## src/rtl/clk_meas_pkg.sv

```systemverilog
// Shared types and helpers for the clock-measurement monitors.
package clk_meas_pkg;

  typedef enum logic [1:0] {
    IDLE = 2'd0,
    HIGH = 2'd1,
    LOW  = 2'd2
  } meas_state_t;

  localparam int unsigned CNT_W_DEF = 8;

  // Width needed to count 0..lock_cnt inclusive (never less than one bit).
  function automatic int unsigned lock_cnt_w(input int unsigned lock_cnt);
    return (lock_cnt < 1) ? 1 : $clog2(lock_cnt + 1);
  endfunction

endpackage

```

## src/rtl/sync_edge_det.sv

```systemverilog
// Two-flop synchronizer plus a delay flop for an asynchronous level,
// producing single-cycle rise/fall strobes in the clk domain.
module sync_edge_det (
  input  logic clk,
  input  logic rstn,
  input  logic din,
  output logic rise,
  output logic fall
);

  logic s1, s2, s3;

  // Synchronize din and keep one cycle of history for edge detection.
  always_ff @(posedge clk or negedge rstn) begin
    if (!rstn) begin
      s1 <= 1'b0;
      s2 <= 1'b0;
      s3 <= 1'b0;
    end else begin
      s1 <= din;
      s2 <= s1;
      s3 <= s2;
    end
  end

  assign rise = s2 & ~s3;
  assign fall = ~s2 & s3;

endmodule

```

## src/rtl/clk_div_meter.sv

```systemverilog
// Measures high time, low time and period of a divided clock in source-clock
// cycles, flags a match against the expected ratio and declares lock after
// LOCK_CNT consecutive matches.
module clk_div_meter
  import clk_meas_pkg::*;
#(
  parameter int unsigned CNT_W    = CNT_W_DEF,
  parameter int unsigned EXP_N    = 7,
  parameter int unsigned LOCK_CNT = 4
) (
  input  logic             clk,
  input  logic             rstn,
  input  logic             en,
  input  logic             div_clk,
  output logic [CNT_W-1:0] high_time,
  output logic [CNT_W-1:0] low_time,
  output logic [CNT_W:0]   period,
  output logic             meas_valid,
  output logic             match,
  output logic             lock,
  output logic             timeout
);

  localparam int unsigned     LCW       = lock_cnt_w(LOCK_CNT);
  localparam logic [CNT_W-1:0] CNT_MAX  = '1;
  localparam logic [CNT_W-1:0] CNT_ONE  = CNT_W'(1);
  localparam logic [CNT_W:0]   EXP_P    = (CNT_W+1)'(EXP_N);
  localparam logic [LCW-1:0]   LOCK_FULL = LCW'(LOCK_CNT);

  meas_state_t      state;
  logic [CNT_W-1:0] cnt;
  logic [CNT_W-1:0] hold_high;
  logic [LCW-1:0]   lock_cnt;
  logic             rise, fall;
  logic [CNT_W:0]   period_nxt;
  logic             match_nxt;
  logic             saturated;

  sync_edge_det u_sync (
    .clk  (clk),
    .rstn (rstn),
    .din  (div_clk),
    .rise (rise),
    .fall (fall)
  );

  assign period_nxt = {1'b0, hold_high} + {1'b0, cnt};
  assign match_nxt  = (period_nxt == EXP_P);
  assign saturated  = (cnt == CNT_MAX);
  assign lock       = (lock_cnt == LOCK_FULL);

  // Measurement FSM: counts cycles per phase, publishes results on each
  // completed rise-fall-rise, and aborts to IDLE on counter saturation.
  always_ff @(posedge clk or negedge rstn) begin
    if (!rstn) begin
      state      <= IDLE;
      cnt        <= '0;
      hold_high  <= '0;
      high_time  <= '0;
      low_time   <= '0;
      period     <= '0;
      meas_valid <= 1'b0;
      match      <= 1'b0;
      lock_cnt   <= '0;
      timeout    <= 1'b0;
    end else if (!en) begin
      state      <= IDLE;
      cnt        <= '0;
      lock_cnt   <= '0;
      meas_valid <= 1'b0;
      timeout    <= 1'b0;
    end else begin
      meas_valid <= 1'b0;
      timeout    <= 1'b0;
      unique case (state)
        IDLE: begin
          if (rise) begin
            cnt   <= CNT_ONE;
            state <= HIGH;
          end
        end
        HIGH: begin
          if (fall) begin
            hold_high <= cnt;
            cnt       <= CNT_ONE;
            state     <= LOW;
          end else if (saturated) begin
            timeout  <= 1'b1;
            match    <= 1'b0;
            lock_cnt <= '0;
            cnt      <= '0;
            state    <= IDLE;
          end else begin
            cnt <= cnt + 1'b1;
          end
        end
        LOW: begin
          if (rise) begin
            high_time  <= hold_high;
            low_time   <= cnt;
            period     <= period_nxt;
            meas_valid <= 1'b1;
            match      <= match_nxt;
            if (!match_nxt) begin
              lock_cnt <= '0;
            end else if (lock_cnt != LOCK_FULL) begin
              lock_cnt <= lock_cnt + 1'b1;
            end
            cnt   <= CNT_ONE;
            state <= HIGH;
          end else if (saturated) begin
            timeout  <= 1'b1;
            match    <= 1'b0;
            lock_cnt <= '0;
            cnt      <= '0;
            state    <= IDLE;
          end else begin
            cnt <= cnt + 1'b1;
          end
        end
        default: begin
          cnt   <= '0;
          state <= IDLE;
        end
      endcase
    end
  end

endmodule

```

## config.mk

```make
export PLATFORM = sky130hd
export DESIGN_NAME = clk_div_meter
export DESIGN_NICKNAME = d
export VERILOG_FILES = /design/src/rtl/clk_meas_pkg.sv /design/src/rtl/sync_edge_det.sv /design/src/rtl/clk_div_meter.sv
export SDC_FILE = /design/constraint.sdc
export NUM_CORES = 1
export LEC_CHECK = 0
export BUFFER_PORTS_ARGS = -buffer_cell sky130_fd_sc_hd__buf_4
export CAP_MARGIN = 10
export CORE_MARGIN = 5
export CORE_UTILIZATION = 30
export CTS_BUF_LIST = sky130_fd_sc_hd__clkbuf_8
export CTS_CLUSTER_SIZE = 24
export DETAILED_ROUTE_END_ITERATION = 8
export PLACE_DENSITY = 0.48
export SLEW_MARGIN = 15
export SYNTH_ARGS = -nofsm -noshare
export SYNTH_HDL_FRONTEND = slang
export SYNTH_SLANG_ARGS = --single-unit
export TNS_END_PERCENT = 5
```

## constraint.sdc

```tcl
create_clock -name clk -period 2.32 [get_ports clk]
set_input_delay 0.464 -clock clk [delete_from_list [all_inputs] [get_ports clk]]
set_output_delay 0.464 -clock clk [all_outputs]
set_load 0.01 [all_outputs]
```

==> flow_summary_export.csv, run 1 <==
group,metric,value,unit
status,outcome,"complete, but fails checks",
status,violations,"negative setup slack",
clock_network,holdBufCountCts,0,
clock_network,cts_made_buffers,5,
die,start_util,30.65,%
flow_run,cap_violations,0,
synth,synth_compound_area_share,11.95,%
drt,dr.pass1.iters,4,
synth,yosys_warnings,0,
synth,ys_types,47,
synth,synth-simple-area-share,12.89,%
clock_network,clk_pin_slew_worst_paths,0.10,ns
drt,wirelength,5.987,mm
synth,synth-edff-count,0,
timing,fin_ws,-0.05585,ns
drt,wl_per_cell,15.04,µm
synth,synth_seq_area_share,48.92,%
timing,fin_crit_sh,102.4,%
power,p_leak,1.686,nW
finish,fillers,874,
timing,drv_slew,0,
drt,route.detailed.drc,0,
synth,synth_fa_ha_area_share,7.808,%
synth,avgSynthCellArea,11.18,µm²
placed_design,dp_cells,390,
synth,synth.cell_area,2660,µm²
timing,finalCriticalPeriod,2.376,ns
die,dieArea,10850,µm²
power,powerDensity,695.3,nW/µm²
timing,rsz0062_at_grt,"true",
synth,synth_ff_type,"dfrtp_1",
finish,layoutNonFillerInstCount,398,
die,die_w,104.2,µm
synth,syn-num-nets,258,
drt,post_drt_via_cell_ratio,4.799,
finish,final_nets,309,
global_routing,gr-total-overflow,0,
setup_path,end_kind,"register",
synth,synth_async_sr_flop_share,100.0,%
timing,maxSlewHeadroom,54.53,%
setup_path,worstPathArrival,2.58,ns
synth,synth_seq_cells,52,
finish,most-common-layout-cells,"52 x dfrtp_1, 51 x buf_4, 30 x mux2_2",
die,rows,34,
die,io_pins,33,
synth,muxShareOfSynthArea,13.08,%
clock_network,cts_tree,"built",
placed_design,gp_congestion,0.7833,
power,peakVddDrop,0.2888,mV
power,total_power,2.303,mW
synth,synth_xor_area_share,2.963,%
placed_design,place_area,3153,µm²
clock_network,root_buffer,"clkbuf_8",
global_routing,grt_max_degree,53,
setup_path,startpoint_type,"register",
timing,worst_clock_skew,0.01024,ns
drt,via_count,1910,
finish,syn_to_final_growth,24.51,%
placed_design,port_buffers,32,
finish,final_layout_size_suffix_gt1_share,33.79,%
timing,finalHoldViolCount,0,
setup_path,crit_required,2.52,ns
clock_network,cts_buffer_depth,2,
hold_path,hp-class,"primary input to async pin",
die,die_y,104.2,µm
global_routing,grt_pass1_wl,10.28,mm
clock_network,clk_latency,0.31,ns
synth,synth_top_area_cell,"dfrtp_1",
timing,max_freq,420.9,MHz
setup_path,cp_max_fo,3,
setup_path,worstSetupPathType,"register to register",
global_routing,antenna_found_initial,0,
drt,drt_iter0_drc,59,
clock_network,clock-sinks,52,
finish,finalInstanceArea,3312,µm²
drt,ant_nets,0,
synth,syn-instance-count,238,
synth,synth_top_family_by_area,"multiplexers",
clock_network,h-tree-depth,2,
placed_design,hpwl,4.442,mm
finish,insertedDiodeCount,0,
global_routing,grt_usage,11.56,%
timing,tightestPinTransition,0.6820,ns
global_routing,grt_pass1_vias,2069,
synth,synth_top_area_share,48.92,%
synth,synth.area.top_cells,"dfrtp_1 49%, mux2_2 13%, ha_1 7.1%, nand2_1 3.0%, nor2_1 2.4%",
die,core_area,8678,µm²
finish,final_common_cell,"dfrtp_1",
timing,finalSetupViolCount,2,
## final cells by class
| cell class | instances | area [µm²] | share of cell area [%] |
|---|---|---|---|
| multi-input cells | 170 | 1300 | 39.25 |
| flip-flops and latches | 52 | 1301 | 39.29 |
| repair buffers | 51 | 382.9 | 11.56 |
| clock buffers | 5 | 68.82 | 2.078 |
| well taps | 108 | 135.1 | 4.080 |
| clock inverters | 3 | 90.09 | 2.720 |
| inverters | 9 | 33.78 | 1.020 |
## through the flow
step                       TNS [ns]  hold WS (ns)  setup slack (ns)  utilization [%]
after global routing        -0.5363        0.2338           -0.2133            38.16
after CTS                   -0.1536        0.2074          -0.08561            38.16
after detailed placement   -0.07498        0.3358          -0.04253            36.33
final                      -0.08859        0.1758          -0.05585            38.16
after floorplan            -0.03737        0.1684          -0.03737                -
after global placement    -0.004032        0.3337         -0.004032            36.33
## path summary, 6_finish.rpt
path                              start           to  slack (ns)  depth (start not counted)
setup / recovery           hold_high[0]  lock_cnt[2]       -0.06                          9
hold reg to reg               u_sync.s1    u_sync.s2        0.35                          0
max in group asynchronous          rstn    period[6]        1.67                          1
min in group clk                div_clk    u_sync.s1        0.26                          1
setup reg to reg           hold_high[0]  lock_cnt[2]       -0.06                          9
hold / removal                     rstn        match        0.18                          1
## synthesized netlist by cell type, types with 3 or more instances
| library cell | number |
|---|---|
| nor2_1 | 17 |
| xor2_1 | 5 |
| nand3_1 | 10 |
| mux2_2 | 30 |
| and3_1 | 5 |
| dfrtp_1 | 52 |
| a21o_1 | 3 |
| inv_1 | 8 |
| nand2b_1 | 3 |
| xnor2_1 | 4 |
| o21bai_1 | 3 |
| a21oi_1 | 8 |
| o21ai_0 | 12 |
| nand2_1 | 21 |
| ha_1 | 15 |
| clkbuf_1 | 4 |
| buf_2 | 3 |
## sequential cells by signal (all words and copies together) (netlist names)
| register | count |
|---|---|
| u_sync.s3 | 1 |
| timeout | 1 |
| period | 9 |
| low_time | 8 |
| high_time | 8 |
| u_sync.s1 | 1 |
| cnt | 8 |
| hold_high | 8 |
| match | 1 |
| state | 2 |
| meas_valid | 1 |
| u_sync.s2 | 1 |
| lock_cnt | 3 |
## per-layer routing
| metal | global-route usage, % | up-vias | wire, µm |
|---|---|---|---|
| met1 | 15.23 | 923 | 2863 |
| met4 | 3.978 | 0 | 68 |
| met3 | 2.607 | 7 | 184 |
| met2 | 18.67 | 34 | 2870 |
| met5 | 0 | - | 0 |
| li1 | - | 946 | - |
## cells by family after synthesis
family	Yosys count
flip-flops	52
AND/OR/NAND/NOR	68
buffers and inverters	16
XOR/XNOR	9
adder cells (fa/ha/maj)	16
multiplexers	31
AO/OA/AOI/OAI	46
## where the power goes
part | internal, mW | leakage, nW | total (mW) | switching, mW
sequential | 0.962 | 0.715 | 1.00 | 0.0411
clock | 0.539 | 0.0784 | 0.847 | 0.308
combinational | 0.202 | 0.893 | 0.453 | 0.251
## worst max-delay path: stages (launching register included)
cell,delay (ns)
dfrtp_1,0.39
ha_2,0.20
fa_2,0.35
a21o_1,0.19
a221oi_2,0.29
mux2i_1,0.26
a21oi_2,0.07
nand3_1,0.11
and4bb_1,0.19
a211o_1,0.22
## what timing repair did
action	in CTS	in global routing
buffers inserted	0	0
endpoints found under the setup margin	2	4
resized for setup	0	0
(Power assumes the default switching activity.)
==> run 2, diff against run 1 <==
Settings changed: ABC_AREA from default to 1, SKIP_LAST_GASP from default to 1.
==> run 2 against run 1 <==
Effect of this change: the flow now finishes without violations; first-iteration DRC count rose by 39%; routed wire length is 3.9% higher; final cell count increased by 23%; clock-buffer cell count is the same; via count grew 17%; global-route usage increased by 0.40 points; combinational power shrank 28%; sequential share of layout area is 0.69 points higher; synthesized cell count up 45%; final area decreased by 1.7%; sequential power is essentially flat; synthesized area is 3.6% higher.
==> flow_summary_export.csv, run 2 <==
group,metric,value,unit
status,outcome,"finished, final reports clean",
finish,fillers,984,
clock_network,clk_pin_slew_worst_paths,0.10,ns
synth,synth-simple-area-share,28.43,%
setup_path,cp_max_fo,4,
finish,syn_to_final_growth,18.12,%
timing,drv_slew,0,
synth,muxShareOfSynthArea,0,%
setup_path,crit_top_cell,"nand2_1",
finish,largest_reg_flops,9,
clock_network,cts_buffer_depth,2,
drt,wl_per_cell,12.67,µm
power,powerDensity,608.9,nW/µm²
setup_path,startpoint_type,"register",
setup_path,worstPathArrival,2.36,ns
clock_network,clk_latency,0.31,ns
power,peakVddDrop,0.2481,mV
clock_network,root_buffer,"clkbuf_8",
die,dieArea,11200,µm²
synth,synth_fa_ha_area_share,7.539,%
finish,regMostFlops,"period",
die,die_y,105.8,µm
placed_design,dp_cells,483,
timing,finalSetupTns,0,ns
synth,netlist_top_cells_count,"118 x nand2_1, 52 x dfrtp_1, 33 x inv_1",
setup_path,cp.depth,15,
global_routing,grt_usage,11.96,%
setup_path,rrSetupSlack,0.21,ns
die,start_util,30.25,%
die,rows,35,
finish,final_common_cell,"nand2_1",
setup_path,worstSetupEndpoint,"lock_cnt[2]",
hold_path,hp-class,"primary input to async pin",
finish,insertedDiodeCount,0,
synth,syn-instance-count,344,
global_routing,antenna_found_initial,0,
synth,synth_xor_area_share,0.9537,%
clock_network,holdBufCountCts,0,
drt,via_count,2236,
clock_network,h-tree-depth,2,
timing,max_freq,474.7,MHz
setup_path,r2r-start,"cnt[0]",
timing,fin_crit_sh,90.80,%
timing,tightestPinTransition,0.6780,ns
timing,maxSlewHeadroom,54.80,%
finish,ff_latch_area,1301,µm²
synth,synth_top_area_cell,"dfrtp_1",
setup_path,worstSetupPathType,"register to register",
synth,synthMostInstantiatedCell,"nand2_1",
setup_path,crit_family,"simple AND/OR/NAND/NOR gates",
global_routing,gr-total-overflow,0,
synth,synth_seq_cells,52,
global_routing,grt_pass1_vias,2292,
synth,synth-edff-count,0,
finish,most-common-layout-cells,"118 x nand2_1, 52 x dfrtp_1, 35 x buf_4",
synth,synth_ff_type,"dfrtp_1",
finish,finalInstanceArea,3254,µm²
flow_run,cap_violations,0,
placed_design,hpwl,4.636,mm
setup_path,startpoint,"cnt[0]",
setup_path,slowest_delay,0.42,ns
synth,avgSynthCellArea,8.009,µm²
synth,synth_seq_area_share,47.23,%
finish,final_layout_size_suffix_gt1_share,18.16,%
synth,synth_top_family_by_area,"simple AND/OR/NAND/NOR gates",
setup_path,ff2ff_path_depth,15,
timing,whs,0.1920,ns
power,total_power,1.982,mW
timing,finalCriticalPeriod,2.107,ns
global_routing,grt_pass1_wl,10.78,mm
setup_path,slowest_stage,"fa_1",
finish,multiInputGateArea,1291,µm²
synth,yosys_warnings,0,
synth,synth_top_area_share,47.23,%
setup_path,crit_chain,"ha_1 -> fa_1 -> nand2_1 -> nand2_1 -> nand3_1 -> nand2_1 -> nand2_1 -> nand2_1 -> inv_1 -> nand2_2 -> nor2_4 -> nand3_1 -> nand2_1 -> nand2_1 -> nand2_1",
timing,worst_clock_skew,0.006960,ns
drt,dr.pass1.iters,4,
setup_path,crit_required,2.58,ns
clock_network,clock-sinks,52,
drt,drt_iter0_drc,82,
drt,post_drt_via_cell_ratio,4.554,
setup_path,reg2reg_to,"lock_cnt[2]",
timing,finalHoldViolCount,0,
die,core_area,9109,µm²
synth,synth.cell_area,2755,µm²
global_routing,grt_max_degree,53,
drt,wirelength,6.220,mm
finish,layoutNonFillerInstCount,491,
drt,route.detailed.drc,0,
drt,ant_nets,0,
synth,ys_types,29,
die,io_pins,33,
setup_path,end_kind,"register",
timing,finalSetupViolCount,0,
synth,syn-num-nets,364,
timing,rsz0062_at_grt,"true",
placed_design,port_buffers,32,
synth,synth_async_sr_flop_share,100.0,%
placed_design,gp_congestion,0.8380,
synth,synth_compound_area_share,9.491,%
synth,synth.area.top_cells,"dfrtp_1 47%, nand2_1 16%, ha_1 6.8%, inv_1 4.5%, nand3_1 4.2%",
die,die_w,105.8,µm
setup_path,cp_num_buf_inv,1,
finish,final_nets,399,
clock_network,cts_tree,"built",
power,p_leak,1.677,nW
clock_network,cts_made_buffers,5,
placed_design,place_area,3128,µm²
-- run 2: where the power goes --
part | leakage [nW] | total, mW | switching (mW) | internal, mW
sequential | 0.683 | 1.02 | 0.0474 | 0.970
combinational | 0.935 | 0.326 | 0.192 | 0.134
clock | 0.0599 | 0.637 | 0.315 | 0.322
-- run 2: routing by layer --
layer	part of all wire [%]	routed length, µm	vias to the layer above	global-route usage [%]
li1	-	-	1171	-
met1	49	3024	1022	15.35
met2	46	2865	33	19.67
met3	3.7	232	10	2.817
met4	1.6	97	0	4.255
met5	0	0	-	0
-- run 2: how the worst min path moves through the flow --
stage | startpoint | endpoint | slack (ns) | cells past startpoint
global route | div_clk | u_sync.s1 | 0.23 | 1
floorplan | rstn | cnt[0] | 0.17 | 0
global placement | u_sync.s1 | u_sync.s2 | 0.33 | 0
CTS | rstn | high_time[2] | 0.21 | 1
detailed placement | u_sync.s1 | u_sync.s2 | 0.34 | 0
finish | rstn | high_time[2] | 0.19 | 1
-- run 2: through the flow --
stage	worst slack, ns	util, %
final	0.2134	35.73
after global routing	-0.02524	35.73
after CTS	0.1505	35.56
after detailed placement	0.1796	34.34
after global placement	0.2111	34.34
after floorplan	0.3988	-
-- run 2: cells by family (layout without fill, tap and decap cells) --
| logic type | Yosys count | after routing |
|---|---|---|
| flip-flops | 52 | 52 |
| XOR/XNOR | 3 | 3 |
| adder cells (fa/ha/maj) | 16 | 16 |
| AND/OR/NAND/NOR | 178 | 178 |
| buffers and inverters | 46 | 82 |
| AO/OA/AOI/OAI | 49 | 49 |
-- run 2: area by class of cell --
type / count / share of cell area (%)
repair buffers: 35 / 8.074
inverters: 39 / 4.575
flip-flops and latches: 52 / 39.98
multi-input cells: 246 / 39.68
clock inverters: 3 / 1.307
well taps: 111 / 4.268
clock buffers: 5 / 2.115
-- run 2: repair_timing --
item	4_1_cts	5_1_grt
setup buffers	0	0
gates resized for setup	0	4
endpoints found under the setup margin	0	7
